--- src/rtl/instr_pkg.sv ---
// instr_pkg: shared field layout, class/opcode/sys codes, FSM state type and encode/legality helpers.
// Revision: 1.0
`default_nettype none

package instr_pkg;

  localparam logic [1:0] CLS_DIMM = 2'b00;
  localparam logic [1:0] CLS_DREG = 2'b01;
  localparam logic [1:0] CLS_LS   = 2'b10;
  localparam logic [1:0] CLS_SYS  = 2'b11;

  localparam logic [4:0] OP_MOV = 5'b00000;
  localparam logic [4:0] OP_ADD = 5'b10001;
  localparam logic [4:0] OP_SUB = 5'b10010;
  localparam logic [4:0] OP_AND = 5'b10011;
  localparam logic [4:0] OP_OR  = 5'b10100;
  localparam logic [4:0] OP_XOR = 5'b10101;
  localparam logic [4:0] OP_LD  = 5'b00000;
  localparam logic [4:0] OP_ST  = 5'b00001;

  localparam logic [3:0] SYS_B    = 4'b0000;
  localparam logic [3:0] SYS_BC   = 4'b0001;
  localparam logic [3:0] SYS_BR   = 4'b0010;
  localparam logic [3:0] SYS_NOP  = 4'b0100;
  localparam logic [3:0] SYS_HALT = 4'b1000;

  localparam int CLS_LSB  = 30;
  localparam int OP_LSB   = 25;
  localparam int RD_LSB   = 22;
  localparam int RS1_LSB  = 19;
  localparam int RS2_LSB  = 16;
  localparam int COND_LSB = 21;
  localparam int IMM_LSB  = 0;

  typedef enum logic [1:0] {
    ST_IDLE  = 2'd0,
    ST_LOAD  = 2'd1,
    ST_DRAIN = 2'd2,
    ST_DONE  = 2'd3
  } enc_state_t;

  // Fields a class does not use stay zero so words are canonical.
  function automatic logic [31:0] encode_word(
    input logic [1:0]  cls,
    input logic [4:0]  op,
    input logic [2:0]  rd,
    input logic [2:0]  rs1,
    input logic [2:0]  rs2,
    input logic [3:0]  cond,
    input logic [15:0] imm
  );
    logic [31:0] w;
    w = 32'd0;
    w[CLS_LSB +: 2] = cls;
    case (cls)
      CLS_DIMM: begin
        w[OP_LSB +: 5]   = op;
        w[RD_LSB +: 3]   = rd;
        w[RS1_LSB +: 3]  = rs1;
        w[IMM_LSB +: 16] = imm;
      end
      CLS_DREG: begin
        w[OP_LSB +: 5]  = op;
        w[RD_LSB +: 3]  = rd;
        w[RS1_LSB +: 3] = rs1;
        w[RS2_LSB +: 3] = rs2;
      end
      CLS_LS: begin
        w[OP_LSB]        = op[0];
        w[RD_LSB +: 3]   = rd;
        w[RS1_LSB +: 3]  = rs1;
        w[IMM_LSB +: 16] = imm;
      end
      default: begin
        w[OP_LSB +: 4] = op[3:0];
        case (op[3:0])
          SYS_B:  w[IMM_LSB +: 16] = imm;
          SYS_BC: begin
            w[COND_LSB +: 4] = cond;
            w[IMM_LSB +: 16] = imm;
          end
          SYS_BR: begin
            w[RS1_LSB +: 3]  = rs1;
            w[IMM_LSB +: 16] = imm;
          end
          default: ;
        endcase
      end
    endcase
    return w;
  endfunction

  function automatic logic is_halt(input logic [1:0] cls, input logic [4:0] op);
    return (cls == CLS_SYS) && (op[3:0] == SYS_HALT);
  endfunction

  function automatic logic is_legal(input logic [1:0] cls, input logic [4:0] op);
    logic ok;
    ok = 1'b0;
    case (cls)
      CLS_DIMM: ok = (op <= 5'b00101) ||
                     (op >= 5'b10001 && op <= 5'b10101) ||
                     (op >= 5'b11001 && op <= 5'b11101);
      CLS_DREG: ok = (op >= 5'b10001 && op <= 5'b10110) ||
                     (op >= 5'b11001 && op <= 5'b11101);
      CLS_LS:   ok = 1'b1;
      default:  ok = !op[4] && (op[3:0] == SYS_B  || op[3:0] == SYS_BC ||
                                op[3:0] == SYS_BR || op[3:0] == SYS_NOP ||
                                op[3:0] == SYS_HALT);
    endcase
    return ok;
  endfunction

endpackage

`default_nettype wire

--- src/rtl/enc_fifo.sv ---
// enc_fifo: synchronous FIFO for encoded words; wrap-bit pointers distinguish full from empty.
// Revision: 1.0
`default_nettype none

module enc_fifo #(
  parameter int DEPTH = 4,
  parameter int WIDTH = 32
) (
  input  logic             clk,
  input  logic             rst_n,
  input  logic             push,
  input  logic [WIDTH-1:0] wdata,
  input  logic             pop,
  output logic [WIDTH-1:0] rdata,
  output logic             full,
  output logic             empty
);

  localparam int PW = $clog2(DEPTH);

  logic [WIDTH-1:0] mem [DEPTH];
  logic [PW:0]      wptr;
  logic [PW:0]      rptr;

  assign empty = (wptr == rptr);
  assign full  = (wptr[PW] != rptr[PW]) && (wptr[PW-1:0] == rptr[PW-1:0]);
  assign rdata = mem[rptr[PW-1:0]];

  always_ff @(posedge clk) begin
    if (!rst_n) begin
      wptr <= '0;
      rptr <= '0;
    end else begin
      if (push && !full) wptr <= wptr + 1'b1;
      if (pop && !empty) rptr <= rptr + 1'b1;
    end
  end

  always_ff @(posedge clk) begin
    if (push && !full) mem[wptr[PW-1:0]] <= wdata;
  end

endmodule

`default_nettype wire

--- src/rtl/instr_encoder.sv ---
// instr_encoder: encodes field tuples into 32-bit words and streams them into IMEM.
// Revision: 1.0 -- optional ENC_LEGALITY_CHECK_EN rejects illegal tuples with an illegal pulse.
`default_nettype none

module instr_encoder
  import instr_pkg::*;
#(
  parameter int ADDR_W     = 10,
  parameter int FIFO_DEPTH = 4
) (
  input  logic              clk,
  input  logic              rst_n,
  input  logic              start,
  input  logic [ADDR_W-1:0] base_addr,
  input  logic              in_valid,
  output logic              in_ready,
  input  logic [1:0]        in_cls,
  input  logic [4:0]        in_op,
  input  logic [2:0]        in_rd,
  input  logic [2:0]        in_rs1,
  input  logic [2:0]        in_rs2,
  input  logic [3:0]        in_cond,
  input  logic [15:0]       in_imm,
  output logic              imem_we,
  input  logic              imem_ready,
  output logic [ADDR_W-1:0] imem_addr,
  output logic [31:0]       imem_wdata,
  output logic              busy,
  output logic              done,
  output logic              overflow,
  output logic              illegal
);

  enc_state_t        state;
  logic [ADDR_W-1:0] addr;
  logic              fifo_full;
  logic              fifo_empty;
  logic [31:0]       fifo_head;
  logic              accept;
  logic              legal;
  logic              push;
  logic              halt_acc;
  logic              write;
  logic              wrap;

  assign in_ready = (state == ST_LOAD) && !fifo_full;
  assign accept   = in_valid && in_ready;

`ifdef ENC_LEGALITY_CHECK_EN
  logic illegal_q;
  assign legal   = is_legal(in_cls, in_op);
  assign illegal = illegal_q;

  always_ff @(posedge clk) begin
    if (!rst_n) illegal_q <= 1'b0;
    else        illegal_q <= accept && !legal;
  end
`else
  assign legal   = 1'b1;
  assign illegal = 1'b0;
`endif

  assign push     = accept && legal;
  assign halt_acc = push && is_halt(in_cls, in_op);
  assign write    = !fifo_empty && imem_ready;
  assign wrap     = write && (addr == '1);

  assign imem_we    = !fifo_empty;
  assign imem_addr  = addr;
  assign imem_wdata = fifo_empty ? 32'd0 : fifo_head;
  assign busy       = (state == ST_LOAD) || (state == ST_DRAIN);

  enc_fifo #(
    .DEPTH (FIFO_DEPTH),
    .WIDTH (32)
  ) u_fifo (
    .clk   (clk),
    .rst_n (rst_n),
    .push  (push),
    .wdata (encode_word(in_cls, in_op, in_rd, in_rs1, in_rs2, in_cond, in_imm)),
    .pop   (write),
    .rdata (fifo_head),
    .full  (fifo_full),
    .empty (fifo_empty)
  );

  always_ff @(posedge clk) begin
    if (!rst_n) begin
      state    <= ST_IDLE;
      addr     <= '0;
      done     <= 1'b0;
      overflow <= 1'b0;
    end else begin
      // Buffered words keep writing after a wrap, at addresses from 0 upward.
      if (write) begin
        addr <= addr + 1'b1;
        if (wrap) overflow <= 1'b1;
      end
      case (state)
        ST_IDLE: begin
          if (start) begin
            addr  <= base_addr;
            state <= ST_LOAD;
          end
        end
        ST_LOAD: begin
          if (halt_acc || wrap) state <= ST_DRAIN;
        end
        ST_DRAIN: begin
          if (fifo_empty) begin
            state <= ST_DONE;
            done  <= 1'b1;
          end
        end
        ST_DONE: begin
          if (start) begin
            addr     <= base_addr;
            done     <= 1'b0;
            overflow <= 1'b0;
            state    <= ST_LOAD;
          end
        end
        default: state <= ST_IDLE;
      endcase
    end
  end

endmodule

`default_nettype wire
--- config.mk ---
export PLATFORM = sky130hd
export DESIGN_NAME = instr_encoder
export DESIGN_NICKNAME = d
export VERILOG_FILES = /design/src/rtl/instr_pkg.sv /design/src/rtl/enc_fifo.sv /design/src/rtl/instr_encoder.sv
export SDC_FILE = /design/constraint.sdc
export NUM_CORES = 1
export LEC_CHECK = 0
export ABC_AREA = 0
export BUFFER_PORTS_ARGS = -buffer_cell sky130_fd_sc_hd__buf_2
export CORE_UTILIZATION = 43
export CTS_BUF_LIST = sky130_fd_sc_hd__clkbuf_2
export DETAILED_ROUTE_END_ITERATION = 12
export PLACE_DENSITY_LB_ADDON = 0.08
export SYNTH_ARGS = -nofsm -noshare
export SYNTH_HDL_FRONTEND = slang
export SYNTH_SLANG_ARGS = --single-unit
--- constraint.sdc ---
create_clock -name clk -period 3.2 [get_ports clk]
set_clock_uncertainty 0.1 [all_clocks]
set_input_delay 0.64 -clock clk [delete_from_list [all_inputs] [get_ports clk]]
set_output_delay 0.64 -clock clk [all_outputs]
set_load 0.01 [all_outputs]
==> out/qor.txt, run 1 <==
Combinational Power Share = 30.7%
Initial antenna violation count = 0
Setup_tns = 0 ns
Setup violators final = 0
Crit path kind = register to output port
Top-Level Pins = 99
Die Y = 123 um
First-pass GRT wire length = 19300 um
Async SR Flop Fraction = 0%
Worst Path Required = 2.46 ns
Final min period = 2.95 ns
Total wire length = 12400 um
Worst setup margin = 0.246 ns
DRC = 0
Cell Rows = 43
Max cap viols = 0
Fill count = 1229
Wirelength per Cell = 18.0 um
Placed wire-length estimate = 8200 um
Flop pwr share = 51.7%
Final Slew Violations = 0
Placed Cells = 659
Total GRT Usage = 18.0%
Clock Power Share = 17.6%
Outcome = finished, final reports clean
Top FF cell, synth = edfxtp_1
Vias in the first global route = 3633
Syn Nets = 448
Fin nets = 558
Worst path arrival time = 2.21 ns
Die Wd = 123 um
Diode count = 0
Hold-fix buffers at CTS = 0
Fmax = 0.339 GHz
Yosys warnings = 0
H-Tree Level Count = 4
Area Overhead vs Synth = 15.2%
CTS Buffer Depth = 2
CP startpoint kind = register
Post-synth EDFFs = 128
CTS Buf Count = 17
#FFs+latches synth = 150
Clock transition at path regs = 0.19 ns
Seq/Total Area, Yosys = 68.5%
Pint = 3.15 mW
Worst-Skew Late Latency = 0.69 ns
CTS root buf = clkbuf_2
Synth cell types = 36
Max rail drop VDD = 293 uV
Antenna viol nets, final = 0
Detailed Route Iter0 Violations = 254
Average cell area after synthesis = 16.1 sq um
Max_slew headroom = 59.1%
Die area = 0.0150 sq mm
Final hold violation count = 0
Starting Density = 44.5%
HP Class = input port to register
IO buf count = 97
Crit end category = output port
CORE AREA = 0.0140 sq mm
Tcrit/Tclk final = 92.3%
P_sw = 1.46 mW
Routed vias = 3570
Largest fanout on the critical path = 23
Pre-antenna DRT Iters = 4
Postcts setup bufs = 0
Leak = 2.62 nW
Remaining Overflow, GRT = 0
Sw Ratio = 31.7%
Largest net degree at the start of global routing = 33
RSZ-0062 raised after global routing = false
Pwr dens = 641 mW/mm^2
Gpl congestion = 0.751
Final std cells w/o fill = 691
Cells after Synth = 388
Layout cells sized above 1 = 35.0%
Tightest Pin Transition = 0.612 ns
Vias per Instance = 5.17
TritonCTS Sinks = 150
Cell Area, Synth = 0.00625 sq mm
Place WS = 0.826 ns
CTS tree = built
-- routing by layer --
| metal | vias to the layer above | global-route usage [%] | wire length (um) |
|---|---|---|---|
| li1 | 1701 | - | - |
| met1 | 1773 | 23.2 | 5560 |
| met2 | 86 | 29.3 | 6230 |
| met3 | 10 | 5.25 | 525 |
| met4 | 0 | 5.72 | 110 |
| met5 | - | 0 | 0 |
-- flip-flops by register name (all words and copies together) (netlist names), named ones only --
register     flops
u_fifo.mem     128
imem_addr       10
u_fifo.rptr      3
u_fifo.wptr      3
state            2
done             1
overflow         1
-- final timing paths --
| path | depth (start not counted) | to | start | slack (ns) |
|---|---|---|---|---|
| worst max-delay path | 6 | imem_wdata[1] | u_fifo.wptr[1] | 0.25 |
| worst max register to register | 6 | u_fifo.mem[2][14] | state[1] | 0.87 |
| worst min register to register | 2 | overflow | overflow | 0.37 |
| worst min-delay path | 3 | overflow | rst_n | 0.10 |
-- cell usage in the layout, fill, tap and decap left out, drive strengths merged, types with 3 or more instances in the layout --
master and count:
edfxtp 128, xor2 9, and3 6, nand2 21
a21oi 8, and2 38, clkinv 11, a211oi 5
inv 11, xnor2 6, nor2 15, nand3 9
buf 108, dfxtp 22, ha 9, o21ai 4
mux4 32, nand4 4, a22o 3, nor2b 19
clkbuf 22, a31oi 6
-- power by group through the flow --
stage / sequential, mW / combinational (mW) / clock (mW)
floorplan: 2.43 / 0.926 / 0
global placement: 2.42 / 1.43 / 0
detailed placement: 2.43 / 1.44 / 0
CTS: 2.39 / 1.46 / 0.842
global route: 2.41 / 1.58 / 0.917
finish: 2.39 / 1.42 / 0.810
-- cells by family after synthesis --
kind of cell	share of synthesized area, %
AO/OA/AOI/OAI	3.58
XOR/XNOR	2.10
adder cells (fa/ha/maj)	1.80
buffers and inverters	1.90
flip-flops	68.5
multiplexers	11.8
other	0.0600
AND/OR/NAND/NOR	10.2
-- final cells by class --
type | count | area, sq um | share of cell area (%)
clock buffers | 22 | 110 | 1.53
repair buffers | 108 | 609 | 8.46
clock inverters | 10 | 43.8 | 0.608
inverters | 12 | 45.0 | 0.625
multi-input cells | 209 | 1880 | 26.1
well taps | 180 | 225 | 3.13
flip-flops and latches | 150 | 4290 | 59.5
-- worst max-delay path, cell delays in order (launching register included) --
cell and delay, ns:
dfxtp_1 0.41, xnor2_2 0.26, and3_2 0.30, inv_1 0.07, buf_4 0.20, and2_1 0.16
buf_2 0.13
-- per-stage QoR --
| step | hold slack, ns | total power [mW] | utilization (%) | cell area (sq um) |
|---|---|---|---|---|
| floorplan | 0.365 | 3.35 | - | 6250 |
| global placement | 0.333 | 3.85 | 50.0 | 7020 |
| detailed placement | 0.354 | 3.87 | 50.0 | 7020 |
| CTS | 0.0222 | 4.68 | 51.2 | 7190 |
| global route | 0.0205 | 4.91 | 51.3 | 7200 |
| finish | 0.105 | 4.61 | 51.3 | 7200 |
-- synth_stat cells (6+ instances only) --
library cell / n / area [sq um]
edfxtp_1: 128 / 3840
and2_1: 38 / 238
mux4_2: 32 / 721
dfxtp_1: 22 / 440
nand2_1: 21 / 78.8
nor2b_1: 19 / 119
nor2_1: 15 / 56.3
clkbuf_1: 11 / 41.3
inv_1: 11 / 41.3
ha_1: 9 / 113
nand3_1: 9 / 45.0
xor2_1: 9 / 78.8
a21oi_1: 8 / 40.0
a31oi_1: 6 / 37.5
and3_1: 6 / 37.5
xnor2_1: 6 / 52.6
-- what timing repair did --
| action | in CTS | in global routing |
|---|---|---|
| endpoints found under the hold margin | 0 | 0 |
| gates resized for setup | 2 | 3 |
| setup endpoints to repair | 2 | 32 |
(Power assumes the default switching activity.)
==> run 2, diff against run 1 <==
--- a/config.mk
+++ b/config.mk
@@ -8,4 +8,5 @@
 export ABC_AREA = 0
 export BUFFER_PORTS_ARGS = -buffer_cell sky130_fd_sc_hd__buf_2
+export CORE_ASPECT_RATIO = 1.75
 export CORE_UTILIZATION = 43
 export CTS_BUF_LIST = sky130_fd_sc_hd__clkbuf_2
==> constraint.sdc (replaced) <==
create_clock -name clk -period 3.2 [get_ports clk]
set_clock_uncertainty 0.1 [all_clocks]
set_input_delay 0.64 -clock clk [delete_from_list [all_inputs] [get_ports clk]]
set_output_delay 0.64 -clock clk [all_outputs]
set_load 0.02 [all_outputs]
==> run 2 against run 1 <==
Critical path depth is the same. Highest routed layer unchanged. Maximum frequency shrank 1.9%. Via count up 1.9%. Core utilization increased by 0.60 points.
==> out/qor.txt, run 2 (same netlist as run 1, synthesis figures left out) <==
Outcome = finished, final reports clean (unchanged)
Clock Power Share = 18.3% (was 17.6%)
Pint = 3.34 mW (was 3.15 mW)
Total power draw = 5.14 mW (was 4.61 mW)
IO buf count = 97 (unchanged)
Remaining Overflow, GRT = 0 (unchanged)
P_sw = 1.80 mW (was 1.46 mW)
Die Y = 162 um (was 123 um)
Top-Level Pins = 99 (unchanged)
Sw Ratio = 35.1% (was 31.7%)
Largest net degree at the start of global routing = 26 (was 33)
Reg2reg setup slack = 0.97 ns (was 0.87 ns)
Finished Cell Area = 0.00742 sq mm (was 0.00720 sq mm)
Met3 wire length = 381 um (was 525 um)
Vias in the first global route = 3768 (was 3633)
Area Overhead vs Synth = 18.7% (was 15.2%)
Final hold violation count = 0 (unchanged)
Gpl congestion = 0.703 (was 0.751)
Total GRT Usage = 18.0% (about the same)
Routed vias = 3638 (was 3570)
Placed Area = 0.00705 sq mm (was 0.00702 sq mm)
Layout cells sized above 1 = 39.0% (was 35.0%)
RSZ-0062 raised after global routing = false (unchanged)
First-pass GRT wire length = 19800 um (was 19300 um)
Antenna viol nets, final = 0 (unchanged)
Pre-antenna DRT Iters = 4 (unchanged)
Hold slack = 0.0965 ns (was 0.105 ns)
Met2 wire len = 7100 um (was 6230 um)
Max cap viols = 0 (unchanged)
CP startpoint kind = register (unchanged)
Max_slew headroom = 34.3% (was 59.1%)
Starting Density = 43.7% (was 44.5%)
CTS root buf = clkbuf_2 (unchanged)
Most common cell after layout, fill and taps aside = edfxtp_1 (unchanged)
Detailed Route Iter0 Violations = 138 (was 254)
Fmax = 0.332 GHz (was 0.339 GHz)
Reg2Reg Depth = 6 (unchanged)
DRC = 0 (unchanged)
Final std cells w/o fill = 707 (was 691)
Tcrit/Tclk final = 94.1% (was 92.3%)
Final core occ = 51.9% (was 51.3%)
Most frequent cells in the layout = edfxtp_1, buf_2, and2_1, mux4_2, buf_4 (was edfxtp_1, buf_2, and2_1, mux4_2, clkbuf_2)
TritonCTS Sinks = 150 (unchanged)
Total wire length = 12700 um (was 12400 um)
Placed wire-length estimate = 8450 um (was 8200 um)
Tightest Pin Transition = 0.982 ns (was 0.612 ns)
CTS Buf Count = 17 (unchanged)
Combinational Power Share = 34.7% (was 30.7%)
Die area = 0.0150 sq mm (about the same)
Vias per Instance = 5.15 (was 5.17)
Setup violators final = 0 (unchanged)
Cell Rows = 58 (was 43)
Worst setup margin = 0.189 ns (was 0.246 ns)
Largest fanout on the critical path = 25 (was 23)
Reg2reg start = state[0] (was state[1])
CTS Buffer Depth = 2 (unchanged)
Flop pwr share = 47.0% (was 51.7%)
Final min period = 3.01 ns (was 2.95 ns)
Max rail drop VDD = 301 uV (was 293 uV)
Crit path kind = register to output port (unchanged)
Worst path arrival time = 2.27 ns (was 2.21 ns)
Worst setup path startpoint = u_fifo.rptr[1] (was u_fifo.wptr[1])
Largest register FFs = 128 (unchanged)
Worst-Skew Late Latency = 0.68 ns (was 0.69 ns)
Place WS = 0.519 ns (was 0.826 ns)
Final Slew Violations = 0 (unchanged)
Leak = 2.71 nW (was 2.62 nW)
Die Wd = 93.1 um (was 123 um)
CORE AREA = 0.0143 sq mm (was 0.0140 sq mm)
Fin nets = 573 (was 558)
Worst Path Required = 2.46 ns (about the same)
Metal-1 WL = 5070 um (was 5560 um)
Setup_tns = 0 ns (unchanged)
Initial antenna violation count = 1 (was 0)
CTS tree = built (unchanged)
Clock transition at path regs = 0.24 ns (was 0.19 ns)
Setup crit end = imem_wdata[31] (was imem_wdata[1])
HP Class = input port to register (unchanged)
RR Endpoint = u_fifo.mem[3][29] (was u_fifo.mem[2][14])
Placed Cells = 661 (was 659)
H-Tree Level Count = 4 (unchanged)
Max layer used = met4 (unchanged)
Wirelength per Cell = 18.0 um (about the same)
Hold-fix buffers at CTS = 0 (unchanged)
Pwr dens = 692 mW/mm^2 (was 641 mW/mm^2)
Crit end category = output port (unchanged)
-- run 2: changes by cell type in the layout (fill, tap and decap cells not counted), sizes merged --
cell	previous run	this run
clkinv	11	7
buf	108	123
inv	11	18
clkbuf	22	17
diode	0	1
clkinvlp	0	2
-- run 2: layer usage --
| layer | global-route usage (%) | up-vias |
|---|---|---|
| met1 | 20.6 | 1814 |
| li1 | - | 1735 |
| met4 | 5.17 | 0 |
| met3 | 3.86 | 10 |
| met2 | 33.1 | 79 |
| met5 | 0 | - |
-- run 2: power groups by stage --
stage | logic, mW | clock network, mW | registers, mW
floorplan | 1.08 | 0 | 2.46
global placement | 1.63 | 0 | 2.46
detailed placement | 1.64 | 0 | 2.47
CTS | 1.72 | 0.980 | 2.43
global route | 1.94 | 1.05 | 2.43
finish | 1.78 | 0.940 | 2.41
-- run 2: area by class of cell --
type                       instances  area (sq um)
antenna                            1          2.50
fill                            1225          6880
tap                              180           225
sequential                       150          4300
inverter                          12          48.8
multi-input combinational        209          1910
timing repair buffer             123           731
clock inverter                    15           120
clock buffer                      17          85.1
-- run 2: worst min path at each step --
stage                        start           end  cells after the start
floorplan           u_fifo.rptr[1]      register                      2
global placement          overflow      overflow                      2
detailed placement        overflow      overflow                      2
CTS                   base_addr[3]  imem_addr[3]                      3
global route          base_addr[4]  imem_addr[4]                      3
finish                base_addr[9]  imem_addr[9]                      3
-- run 2: timing repair --
action                                  4_1_cts  5_1_grt
gates resized for setup                       8        7
pin swaps                                     0        3
buffers inserted                              4        9
endpoints found under the setup margin       33       32
-- run 2: critical path: stages, from the launching register on --
cell and delay (ns):
dfxtp_1 0.40, xnor2_2 0.25, and3_4 0.28, clkinvlp_4 0.17
buf_12 0.20, and2_1 0.14, buf_2 0.15
